[src/rtl/uart_pkg.sv]
// Shared types and helpers for the FIFO-fed UART transmitter.
package uart_pkg;

  typedef enum logic [2:0] {
    IDLE  = 3'd0,
    FETCH = 3'd1,
    LOAD  = 3'd2,
    START = 3'd3,
    DATA  = 3'd4,
    STOP  = 3'd5
  } tx_state_t;

  // Clock cycles per bit; truncating division, caller guarantees result >= 2.
  function automatic int calc_div(input int clk_freq, input int baud);
    return clk_freq / baud;
  endfunction

endpackage

[src/rtl/uart_baud_gen.sv]
// Bit-period timer: counts 0..DIV-1 and flags the last cycle of each bit.
module uart_baud_gen #(
  parameter int DIV = 868
) (
  input  logic clk_i,
  input  logic rst_ni,
  input  logic clear_i,
  output logic tick_o
);

  localparam int CW = (DIV > 1) ? $clog2(DIV) : 1;
  localparam logic [CW-1:0] LAST = CW'(DIV - 1);

  logic [CW-1:0] cnt_q;
  logic [CW-1:0] cnt_d;

  // Next count: hold at zero while cleared, wrap after the last cycle of a bit.
  always_comb begin
    cnt_d = cnt_q;
    if (clear_i) begin
      cnt_d = '0;
    end else if (cnt_q == LAST) begin
      cnt_d = '0;
    end else begin
      cnt_d = cnt_q + CW'(1);
    end
  end

  // Counter register.
  always_ff @(posedge clk_i or negedge rst_ni) begin
    if (!rst_ni) begin
      cnt_q <= '0;
    end else begin
      cnt_q <= cnt_d;
    end
  end

  assign tick_o = (cnt_q == LAST);

endmodule

[src/rtl/fifo_uart_tx.sv]
// 8N1-style UART transmitter that pulls bytes from a registered-read FIFO.
module fifo_uart_tx
  import uart_pkg::*;
#(
  parameter int CLK_FREQ   = 100_000_000,
  parameter int BAUD_RATE  = 115_200,
  parameter int DATA_WIDTH = 8,
  parameter int STOP_BITS  = 1
) (
  input  logic                  clk,
  input  logic                  reset,
  input  logic                  fifo_empty,
  output logic                  fifo_pop,
  input  logic [DATA_WIDTH-1:0] fifo_pop_data,
  input  logic                  tx_enable,
  output logic                  tx,
  output logic                  tx_busy,
  output logic                  frame_done
);

  localparam int DIV = calc_div(CLK_FREQ, BAUD_RATE);
  localparam int BW  = $clog2(DATA_WIDTH + 1);
  localparam logic [BW-1:0] DATA_LAST = BW'(DATA_WIDTH - 1);
  localparam logic [BW-1:0] STOP_LAST = BW'(STOP_BITS - 1);

  tx_state_t             state_q, state_d;
  logic [DATA_WIDTH-1:0] shift_q, shift_d;
  logic [BW-1:0]         bit_q, bit_d;
  logic                  tx_q, tx_d;
  logic                  pop_q, pop_d;
  logic                  busy_q, busy_d;
  logic                  done_q, done_d;
  logic                  baud_clear_s;
  logic                  tick_s;

  uart_baud_gen #(
    .DIV (DIV)
  ) u_baud (
    .clk_i   (clk),
    .rst_ni  (reset),
    .clear_i (baud_clear_s),
    .tick_o  (tick_s)
  );

  // Frame sequencing; outputs are precomputed from the next state so the
  // registered pins line up with the state register.
  always_comb begin
    state_d      = state_q;
    shift_d      = shift_q;
    bit_d        = bit_q;
    done_d       = 1'b0;
    baud_clear_s = 1'b0;
    case (state_q)
      IDLE: begin
        baud_clear_s = 1'b1;
        if (tx_enable && !fifo_empty) begin
          state_d = FETCH;
        end else begin
          state_d = IDLE;
        end
      end
      FETCH: begin
        baud_clear_s = 1'b1;
        state_d      = LOAD;
      end
      LOAD: begin
        // Read data is valid now, one cycle after the pop.
        baud_clear_s = 1'b1;
        shift_d      = fifo_pop_data;
        bit_d        = '0;
        state_d      = START;
      end
      START: begin
        if (tick_s) begin
          bit_d   = '0;
          state_d = DATA;
        end else begin
          state_d = START;
        end
      end
      DATA: begin
        if (tick_s) begin
          shift_d = shift_q >> 1'b1;
          if (bit_q == DATA_LAST) begin
            bit_d   = '0;
            state_d = STOP;
          end else begin
            bit_d   = bit_q + BW'(1);
            state_d = DATA;
          end
        end else begin
          state_d = DATA;
        end
      end
      STOP: begin
        // bit_q counts stop bits here.
        if (tick_s) begin
          if (bit_q == STOP_LAST) begin
            done_d = 1'b1;
            bit_d  = '0;
            if (tx_enable && !fifo_empty) begin
              state_d = FETCH;
            end else begin
              state_d = IDLE;
            end
          end else begin
            bit_d   = bit_q + BW'(1);
            state_d = STOP;
          end
        end else begin
          state_d = STOP;
        end
      end
      default: begin
        baud_clear_s = 1'b1;
        state_d      = IDLE;
      end
    endcase
  end

  // Pin values for the upcoming state.
  always_comb begin
    pop_d  = (state_d == FETCH);
    busy_d = (state_d != IDLE);
    case (state_d)
      START:   tx_d = 1'b0;
      DATA:    tx_d = shift_d[0];
      default: tx_d = 1'b1;
    endcase
  end

  // State, datapath and output registers; reset aborts any frame in flight.
  always_ff @(posedge clk or negedge reset) begin
    if (!reset) begin
      state_q <= IDLE;
      shift_q <= '0;
      bit_q   <= '0;
      tx_q    <= 1'b1;
      pop_q   <= 1'b0;
      busy_q  <= 1'b0;
      done_q  <= 1'b0;
    end else begin
      state_q <= state_d;
      shift_q <= shift_d;
      bit_q   <= bit_d;
      tx_q    <= tx_d;
      pop_q   <= pop_d;
      busy_q  <= busy_d;
      done_q  <= done_d;
    end
  end

  assign tx         = tx_q;
  assign fifo_pop   = pop_q;
  assign tx_busy    = busy_q;
  assign frame_done = done_q;

endmodule

[config.mk]
export PLATFORM = sky130hd
export DESIGN_NAME = fifo_uart_tx
export DESIGN_NICKNAME = d
export VERILOG_FILES = /design/src/rtl/uart_pkg.sv /design/src/rtl/uart_baud_gen.sv /design/src/rtl/fifo_uart_tx.sv
export SDC_FILE = /design/constraint.sdc
export NUM_CORES = 1
export LEC_CHECK = 0
export CAP_MARGIN = 30
export CORE_MARGIN = 4
export CORE_UTILIZATION = 45
export CTS_CLUSTER_DIAMETER = 60
export DETAILED_ROUTE_END_ITERATION = 16
export PLACE_DENSITY = 0.66
export SLEW_MARGIN = 10
export SYNTH_ARGS = -nofsm -noshare
export SYNTH_HDL_FRONTEND = slang
export SYNTH_SLANG_ARGS = --single-unit
[constraint.sdc]
create_clock -name clk -period 2.8 [get_ports clk]
set_clock_uncertainty 0.1 [all_clocks]
set_input_delay 0.56 -clock clk [delete_from_list [all_inputs] [get_ports clk]]
set_output_delay 0.56 -clock clk [all_outputs]
set_load 0.1 [all_outputs]
==> Implementation_results.wiki, run 1 <==
{| class="wikitable"
! Metric !! Value
|-
| Starting utilization of the core area || 48.2%
|-
| Critical path peak fanout || 7
|-
| TritonCTS clock tree || built
|-
| Slew Limit Headroom || 62.6%
|-
| Drc violations || 0
|-
| Final HPWL DP || 2.02 mm
|-
| Total grt overflow || 0
|-
| H-tree levels || 2
|-
| Peak ir drop on the vdd network || 0.000249 V
|-
| Critical path's largest stage delay || 0.42 ns
|-
| Synth Area per Inst || 9.81 um2
|-
| Nets in the synthesized netlist || 170
|-
| Final hold vios || 0
|-
| Diodes inserted || 0
|-
| Layout area overhead || 17.3%
|-
| Top cells by area in the synthesized netlist || sky130_fd_sc_hd__dfrtp_1, sky130_fd_sc_hd__nand2_1, sky130_fd_sc_hd__nor2_1
|-
| Class of the most critical hold timing path || flip-flop to flip-flop
|-
| Post-cts hold buffer count || 0
|-
| Number of setup buffers added after CTS || 0
|-
| Port Buffer Count || 15
|-
| Total number of nets in the final design || 191
|-
| Final hold slack || 0.395 ns
|-
| Placement row count || 20
|-
| Cts bufs inserted || 5
|-
| Flops & latches, synth || 29
|-
| Critical path class || flip-flop to flip-flop
|-
| CTS max path bufs || 2
|-
| Most area-hungry cell type in the Yosys netlist || sky130_fd_sc_hd__dfrtp_1
|-
| Static power due to leakage || 0.752 nW
|-
| Critical path launch point type || flip-flop
|-
| Final period demand of the worst path || 2.20 ns
|-
| Number of placed I/O pins || 16
|-
| Worst-path cell chain || ha_1, nand4bb_4, nor3_2, mux2_2, nor4_2, o22ai_1
|-
| Post-synthesis mux area share || 2.06%
|-
| Number of antenna violations at the first check in global routing || 0
|-
| Clock slew at the register clock pins of the worst setup and hold paths || 0.10 ns
|-
| Most frequent cell after synthesis || sky130_fd_sc_hd__dfrtp_1
|-
| Complex-gate fraction of the synthesized area || 12.4%
|-
| Wire length per cell || 12.7 um
|-
| Endpoint required time on the critical path || 2.95 ns
|-
| Post-Synth Adder-Cell Area || 2.47%
|-
| Unrepaired setup endpoints after global routing || no
|-
| Root Buffer || sky130_fd_sc_hd__clkbuf_4
|-
| Floorplan die area || 4370 um2
|-
| Slew at the pin with the worst max-slew slack || 0.556 ns
|-
| Pin count of the biggest net entering global routing || 30
|-
| Number of setup violations in the final report || 0
|-
| Slowest cell on the critical path || sky130_fd_sc_hd__mux2_2
|-
| Number of warnings printed during yosys synthesis || 0
|-
| Inst Count DP || 213
|-
| DR vias/cell || 5.30
|-
| 1st-iter DRT viols || 56
|-
| Width of the die || 66.1 um
|-
| Number of clock sinks || 29
|-
| Finished Layout Cells || 221
|-
| Number of enable-type register cells in the synthesized netlist || 0
|-
| Main flop type after synthesis || sky130_fd_sc_hd__dfrtp_1
|-
| Post-Synth XOR/XNOR Area || 4.61%
|-
| Share of synthesized flip-flops with an asynchronous set or reset || 100%
|-
| Synth Cell Area || 1520 um2
|-
| Synthesized-area fraction occupied by and/or/nand/nor cells || 27.0%
|-
| Core Area || 3150 um2
|-
| Final critical-path share of the clock period || 78.5%
|-
| DR pass1 iterations || 4
|-
| Routability Congestion || 0.763
|-
| Setup TNS after final layout || 0 ns
|-
| Number of cells upsized or downsized after cts || 0
|-
| Sequential fraction of the synthesis area || 47.8%
|-
| Overall track demand over capacity in global routing || 14.7%
|-
| Routed vias || 1171
|-
| Cell area power density || 395 nW/um2
|-
| Die Span Y || 66.1 um
|-
| Detailed-route wire length || 2.82 mm
|-
| Share of layout cells above drive strength 1 || 14.1%
|-
| Pins over their slew limit || 0
|-
| Yosys cell types || 43
|-
| Kind of end point of the critical path || flip-flop
|-
| Via count of the first global-routing pass || 1123
|-
| Max Fclk || 455 MHz
|-
| Max capacitance violation total || 0
|-
| First-pass GRT wire length || 4.91 mm
|-
| Run status || completed
|-
| Arrival time worst endpoint || 2.35 ns
|-
| Number of nets with antenna violations after detailed routing || 0
|-
| Main combinational cell family by area after synthesis || simple AND/OR/NAND/NOR gates
|-
| Synthesized instance count || 155
|-
| Top cells by instance count after synthesis || sky130_fd_sc_hd__dfrtp_1, sky130_fd_sc_hd__nand2_1, sky130_fd_sc_hd__nor2_1, sky130_fd_sc_hd__inv_1
|-
| Worst-skew pair later-pin latency || 0.32 ns
|-
| Yosys top cell area share || 46.1%
|}
## path summary, 6_finish.rpt
check                                start               to  slack (ns)  cells after the start
setup / recovery           u_baud.cnt_q[0]               tx        0.60                      6
hold / removal             u_baud.cnt_q[0]  u_baud.cnt_q[0]        0.39                      1
setup reg to reg           u_baud.cnt_q[0]               tx        0.60                      6
hold reg to reg            u_baud.cnt_q[0]  u_baud.cnt_q[0]        0.39                      1
max in group asynchronous            reset               tx        1.78                      2
min in group asynchronous            reset       state_q[2]        0.51                      2
## cell usage in the layout (no fill, tap or decap), types with 2 or more instances in the layout
master / count
sky130_fd_sc_hd__xnor2_1: 5
sky130_fd_sc_hd__o21ai_0: 4
sky130_fd_sc_hd__a21oi_1: 2
sky130_fd_sc_hd__clkbuf_4: 5
sky130_fd_sc_hd__clkinv_2: 2
sky130_fd_sc_hd__and2_1: 2
sky130_fd_sc_hd__nand2b_1: 4
sky130_fd_sc_hd__buf_4: 9
sky130_fd_sc_hd__and3_1: 2
sky130_fd_sc_hd__nor4_1: 4
sky130_fd_sc_hd__nor2b_1: 3
sky130_fd_sc_hd__ha_1: 3
sky130_fd_sc_hd__a22oi_1: 6
sky130_fd_sc_hd__o31ai_1: 2
sky130_fd_sc_hd__nand2_1: 22
sky130_fd_sc_hd__clkdlybuf4s50_1: 11
sky130_fd_sc_hd__o22ai_1: 3
sky130_fd_sc_hd__xor2_1: 3
sky130_fd_sc_hd__inv_1: 8
sky130_fd_sc_hd__mux2i_1: 2
sky130_fd_sc_hd__nor2_1: 15
sky130_fd_sc_hd__nor3_1: 3
sky130_fd_sc_hd__nand3_1: 6
sky130_fd_sc_hd__o32ai_1: 2
sky130_fd_sc_hd__dfrtp_1: 28
## report_power, final
part | internal (mW) | switching [mW]
combinational | 0.0177 | 0.0140
clock | 0.0945 | 0.151
sequential | 0.424 | 0.00292
## critical path, delay by kind of cell (launching register included)
kind            cells  cell delay [ns]
compound gates      1             0.11
fa+ha+maj           1             0.29
flops               1             0.40
mux                 1             0.42
simple gates        3             0.81
## per-layer routing
metal,up-vias,part of all wire (%),GRT usage [%]
li1,585,-,-
met1,562,48,18.4
met2,21,45,23.5
met3,3,5.6,4.59
met4,0,0.82,5.84
met5,-,0,0
## per-stage QoR
step | cell area (um2) | util, % | total power, mW | setup WS [ns]
CTS | 1780 | 56.5 | 0.719 | 0.590
global route | 1780 | 56.5 | 0.744 | 0.451
floorplan | 1520 | - | 0.441 | 0.774
detailed placement | 1730 | 54.8 | 0.468 | 0.601
finish | 1780 | 56.5 | 0.705 | 0.603
global placement | 1730 | 54.8 | 0.467 | 0.662
## state kept, by name, summed over array words and instances, names as in the netlist
signal / cells
tx: 1
tx_busy: 1
state_q: 3
fifo_pop: 1
shift_q: 8
bit_q: 4
frame_done: 1
u_baud.cnt_q: 10
## area by class of cell
class / count / area, um2
fill: 285 / 1370
multi-input combinational: 112 / 738
sequential: 29 / 727
timing repair buffer: 20 / 178
tap: 44 / 55.1
clock buffer: 5 / 37.5
inverter: 8 / 30.0
clock inverter: 3 / 17.5
## kinds of logic (layout without fill, tap and decap cells)
family / Yosys count / in the layout
AO/OA/AOI/OAI: 27 / 27
buffers and inverters: 14 / 36
XOR/XNOR: 8 / 8
flip-flops: 29 / 29
adder cells (fa/ha/maj): 3 / 3
multiplexers: 3 / 3
AND/OR/NAND/NOR: 71 / 71
No activity file was read; power rests on OpenSTA's default activity.
==> inputs of run 2 (changes only) <==
clock period = 2.1 ns   (was 2.8 ns; I/O delays follow)
==> run 2 against run 1 <==
Effect of this change: global-route usage increased by 0.47 points; sequential power increased by 33%; via count increased by 1.7%; critical path depth unchanged; final area increased by 3.2%; register-to-register slack got worse by 0.47 ns; worst setup slack got worse by 0.47 ns; die area unchanged; first-iteration DRC count increased by 5.4%; non-clock buffer count increased by 5; critical path type unchanged; critical endpoint unchanged; largest power group unchanged.
==> Implementation_results.wiki, run 2 (synthesized netlist as in run 1, its figures left out) <==
{| class="wikitable"
! Metric !! Value
|-
| Number of setup violations in the final report || 0
|-
| Setup TNS after final layout || 0 ns
|-
| Width of the die || 66.1 um
|-
| Net switching component of the power || 207 uW
|-
| Slew Limit Headroom || 66.4%
|-
| Total number of nets in the final design || 196
|-
| Max capacitance violation total || 0
|-
| Critical path launch point type || flip-flop
|-
| Final Instance Area || 1840 um2
|-
| Most common cell after layout, fill and taps aside || sky130_fd_sc_hd__dfrtp_1
|-
| Unrepaired setup endpoints after global routing || no
|-
| Detailed-route wire length || 2.79 mm
|-
| Arrival time worst endpoint || 2.12 ns
|-
| Final hold vios || 0
|-
| Via count of the first global-routing pass || 1174
|-
| Layout area overhead || 21.1%
|-
| Overall track demand over capacity in global routing || 15.2%
|-
| Cell area power density || 502 nW/um2
|-
| CTS max path bufs || 2
|-
| Root Buffer || sky130_fd_sc_hd__clkbuf_4
|-
| Total grt overflow || 0
|-
| Floorplan die area || 4370 um2
|-
| Largest register FFs || 10
|-
| Number of nets with antenna violations after detailed routing || 0
|-
| Register share of total power || 61.6%
|-
| Kind of end point of the critical path || flip-flop
|-
| Final HPWL DP || 2.06 mm
|-
| Routed vias || 1191
|-
| H-tree levels || 2
|-
| Class of the most critical hold timing path || primary input to asynchronous set/reset pin
|-
| Max Fclk || 509 MHz
|-
| Die Span Y || 66.1 um
|-
| 1st-iter DRT viols || 59
|-
| Most flop-heavy register || u_baud.cnt_q
|-
| Register-to-register setup slack || 0.13 ns
|-
| Critical path peak fanout || 4
|-
| Critical path class || flip-flop to flip-flop
|-
| Share of layout cells above drive strength 1 || 17.0%
|-
| Commonest non-fill, non-tap cells in the layout || sky130_fd_sc_hd__dfrtp_1, sky130_fd_sc_hd__nand2_1, sky130_fd_sc_hd__nor2_1
|-
| Cell Area, Placed || 1780 um2
|-
| Routability Congestion || 0.777
|-
| Fill count || 290
|-
| TritonCTS clock tree || built
|-
| Clock slew at the register clock pins of the worst setup and hold paths || 0.09 ns
|-
| Core Area || 3150 um2
|-
| Fraction of power spent switching nets || 22.4%
|-
| Number of clock sinks || 29
|-
| Slew at the pin with the worst max-slew slack || 0.500 ns
|-
| Endpoint required time on the critical path || 2.25 ns
|-
| Internal portion of total power || 716 uW
|-
| Number of setup buffers added after CTS || 0
|-
| Static power due to leakage || 0.782 nW
|-
| DR pass1 iterations || 4
|-
| Registers with the most flip-flops || u_baud.cnt_q x10, shift_q x8, bit_q x4
|-
| Peak ir drop on the vdd network || 0.000216 V
|-
| First-pass GRT wire length || 5.00 mm
|-
| Worst-skew pair later-pin latency || 0.33 ns
|-
| DR vias/cell || 5.27
|-
| Diodes inserted || 0
|-
| Run status || completed
|-
| Cts bufs inserted || 5
|-
| Wire length per cell || 12.3 um
|-
| Number of antenna violations at the first check in global routing || 0
|-
| Final critical-path share of the clock period || 93.6%
|-
| Number of placed I/O pins || 16
|-
| Overall power || 924 uW
|-
| Final period demand of the worst path || 1.97 ns
|-
| Placement row count || 20
|-
| Combinational Power Share || 4.5%
|-
| Port Buffer Count || 15
|-
| Clock Power Share || 33.8%
|-
| Pin count of the biggest net entering global routing || 30
|-
| Pins over their slew limit || 0
|-
| Drc violations || 0
|-
| Starting utilization of the core area || 48.2%
|}
## run 2: power by group through the flow
stage	combinational (mW)	sequential (mW)	clock, mW
finish	0.0419	0.569	0.313
global route	0.0481	0.571	0.351
CTS	0.0433	0.569	0.329
detailed placement	0.0430	0.581	0
global placement	0.0424	0.580	0
floorplan	0.00852	0.580	0
## run 2: per-layer routing
layer,routed length (um),GRT usage [%],part of all wire [%]
met5,0,0,0
met4,53,8.38,1.9
met3,194,4.59,7.0
met2,1270,23.8,46
met1,1270,18.5,46
## run 2: stage by stage
stage / util, % / hold slack (ns) / setup slack, ns / instances
floorplan: - / 0.0244 / 0.0742 / 155
global placement: 56.4 / 0.362 / 0.180 / 218
detailed placement: 56.4 / 0.364 / 0.149 / 218
CTS: 58.0 / 0.365 / 0.151 / 226
global route: 58.4 / 0.388 / 0.0137 / 226
finish: 58.4 / 0.366 / 0.134 / 226
## run 2: worst max-delay path, stage by stage (launching register included)
cell                        delay, ns
sky130_fd_sc_hd__dfrtp_1         0.39
sky130_fd_sc_hd__ha_1            0.22
sky130_fd_sc_hd__nand4bb_4       0.17
sky130_fd_sc_hd__nor3_2          0.22
sky130_fd_sc_hd__mux2_2          0.39
sky130_fd_sc_hd__nor4_1          0.28
sky130_fd_sc_hd__o22ai_1         0.11
## run 2: cell type report
cell class | count | area [um2] | area share, %
Tap cell | 44 | 55.1 | 2.99
Clock inverter | 2 | 10.0 | 0.544
Multi-Input combinational cell | 112 | 749 | 40.7
Clock buffer | 6 | 41.3 | 2.24
Sequential cell | 29 | 727 | 39.5
Timing Repair Buffer | 25 | 228 | 12.4
Inverter | 8 | 30.0 | 1.63
## run 2: what timing repair did
item	4_1_cts	5_1_grt
gates resized for setup	0	2
setup endpoints to repair	0	2
hold buffers	0	0
## run 2: worst paths after layout
kind,startpoint,end,cells past startpoint
min reg2reg,shift_q[3],shift_q[3],2
min,reset,state_q[0],2
max in group asynchronous,reset,tx,2
min in group clk,shift_q[3],shift_q[3],2
max reg2reg,u_baud.cnt_q[0],tx,6
max,u_baud.cnt_q[0],tx,6
==> inputs of run 3 (changes only) <==
GPL_TIMING_DRIVEN = 0   (was not set)
==> run 3 against run 2 <==
Effect of this change: first-iteration DRC count rose by 12%; sequential cell count did not move; die area did not move; critical path depth fell by 5; highest routed layer unchanged.
==> Implementation_results.wiki, run 3 (synthesized netlist as in run 1, its figures left out) <==
{| class="wikitable"
! Metric !! Value
|-
| Cell area power density || 524 nW/um2
|-
| Root Buffer || sky130_fd_sc_hd__clkbuf_4
|-
| Number of clock sinks || 29
|-
| Most common cell after layout, fill and taps aside || sky130_fd_sc_hd__dfrtp_1
|-
| Register-to-register setup slack || 0.09 ns
|-
| Overall track demand over capacity in global routing || 15.4%
|-
| Critical path launch point type || flip-flop
|-
| Routability Congestion || 0.800
|-
| Worst-skew pair later-pin latency || 0.32 ns
|-
| Total grt overflow || 0
|-
| Worst-path cell chain || dlygate4sd2_1
|-
| Static power due to leakage || 0.765 nW
|-
| Max Fclk || 498 MHz
|-
| Final HPWL DP || 2.04 mm
|-
| Starting utilization of the core area || 48.2%
|-
| Wire length per cell || 12.8 um
|-
| Number of placed I/O pins || 16
|-
| Pin count of the biggest net entering global routing || 30
|-
| Class of the most critical hold timing path || primary input to asynchronous set/reset pin
|-
| Port Buffer Count || 15
|-
| Largest register FFs || 10
|-
| Final Instance Area || 1820 um2
|-
| Layout area overhead || 20.0%
|-
| Reg2Reg Depth || 5
|-
| CP bufs+invs || 1
|-
| Routed vias || 1211
|-
| Final worst setup slack || 0.0924 ns
|-
| Worst R2R End || tx
|-
| First-pass GRT wire length || 5.17 mm
|-
| Critical path's largest stage delay || 0.84 ns
|-
| Post-cts hold buffer count || 0
|-
| Finished Layout Cells || 224
|-
| Number of antenna violations at the first check in global routing || 0
|-
| Minimum setup slack after placement || -0.149 ns
|-
| Floorplan die area || 4370 um2
|-
| Commonest non-fill, non-tap cells in the layout || sky130_fd_sc_hd__dfrtp_1, sky130_fd_sc_hd__nand2_1, sky130_fd_sc_hd__nor2_1
|-
| 1st-iter DRT viols || 66
|-
| Placement row count || 20
|-
| Slew Limit Headroom || 36.8%
|-
| Slew at the pin with the worst max-slew slack || 0.952 ns
|-
| Cell family with the largest share of critical-path delay || buffers and inverters
|-
| Critical path peak fanout || 1
|-
| Core Area || 3150 um2
|-
| Kind of end point of the critical path || output pin
|-
| Cts bufs inserted || 5
|-
| Total number of nets in the final design || 194
|-
| Die Span Y || 66.1 um
|-
| CTS max path bufs || 2
|-
| Critical path class || flip-flop to output pin
|-
| Max capacitance violation total || 0
|-
| Most flop-heavy register || u_baud.cnt_q
|-
| Share of layout cells above drive strength 1 || 15.0%
|-
| Clock slew at the register clock pins of the worst setup and hold paths || 0.09 ns
|-
| Endpoint required time on the critical path || 1.58 ns
|-
| Number of setup violations in the final report || 0
|-
| Number of nets with antenna violations after detailed routing || 0
|-
| Final hold slack || 0.0101 ns
|-
| Pins over their slew limit || 0
|-
| DR pass1 iterations || 4
|-
| Inst Count DP || 214
|-
| Registers with the most flip-flops || u_baud.cnt_q x10, shift_q x8, bit_q x4
|-
| Detailed-route wire length || 2.87 mm
|-
| Diodes inserted || 0
|-
| Width of the die || 66.1 um
|-
| Via count of the first global-routing pass || 1193
|-
| Run status || completed
|-
| DR vias/cell || 5.41
|-
| Final hold vios || 0
|-
| Launching point of the worst reg2reg path || state_q[1]
|-
| TritonCTS clock tree || built
|-
| Slowest cell on the critical path || sky130_fd_sc_hd__dlygate4sd2_1
|-
| Drc violations || 0
|-
| Arrival time worst endpoint || 1.49 ns
|-
| Final period demand of the worst path || 2.01 ns
|-
| Peak ir drop on the vdd network || 0.000314 V
|-
| Cell Area, Placed || 1720 um2
|-
| Setup TNS after final layout || 0 ns
|-
| Final critical-path share of the clock period || 95.6%
|-
| H-tree levels || 2
|}
run 3: cell types whose count changed in the layout (fill, tap and decap cells not counted), moves of 2 or more:
| cell | delta |
|---|---|
| sky130_fd_sc_hd__buf_4 | -11 |
| sky130_fd_sc_hd__clkbuf_1 | +4 |
| sky130_fd_sc_hd__buf_2 | +3 |
| sky130_fd_sc_hd__dlygate4sd2_1 | +3 |
| sky130_fd_sc_hd__clkinv_2 | -2 |
run 3: how the worst max path moves through the flow:
stage,startpoint,to,cells after the start
after global placement,u_baud.cnt_q[0],tx,6
after detailed placement,u_baud.cnt_q[0],tx,6
after CTS,state_q[2],bit_q[2],6
after floorplan,u_baud.cnt_q[0],tx,6
after global routing,state_q[1],tx,5
final,tx_busy,tx_busy,1
run 3: cell type report:
type / instances / area, um2
plain buffers: 6 / 26.3
clock buffers: 8 / 58.8
fillers: 284 / 1330
inverters: 8 / 30.0
multi-input cells: 112 / 769
flip-flops and latches: 29 / 727
well taps: 44 / 55.1
repair buffers: 17 / 158
run 3: stage by stage:
step	power [mW]	utilization [%]
final	0.956	57.9
after global routing	1.01	57.9
after CTS	0.977	57.2
after detailed placement	0.622	54.6
after global placement	0.621	54.7
after floorplan	0.588	-
run 3: what timing repair did:
| item | in CTS | in global routing |
|---|---|---|
| endpoints found under the setup margin | 8 | 4 |
| pin swaps | 2 | 1 |
| gates resized for setup | 8 | 7 |
| setup buffers | 2 | 0 |
run 3: where the power goes:
group          switching, mW  total, mW  internal, mW  leakage [nW]
registers            0.00382      0.570         0.566         0.344
logic                 0.0188     0.0406        0.0219         0.389
clock network          0.181      0.346         0.165        0.0326
run 3: layer usage:
layer,track usage [%],part of all wire (%)
met5,0,0
met4,5.58,1.5
met3,5.95,5.6
met2,25.2,46
met1,18.3,47
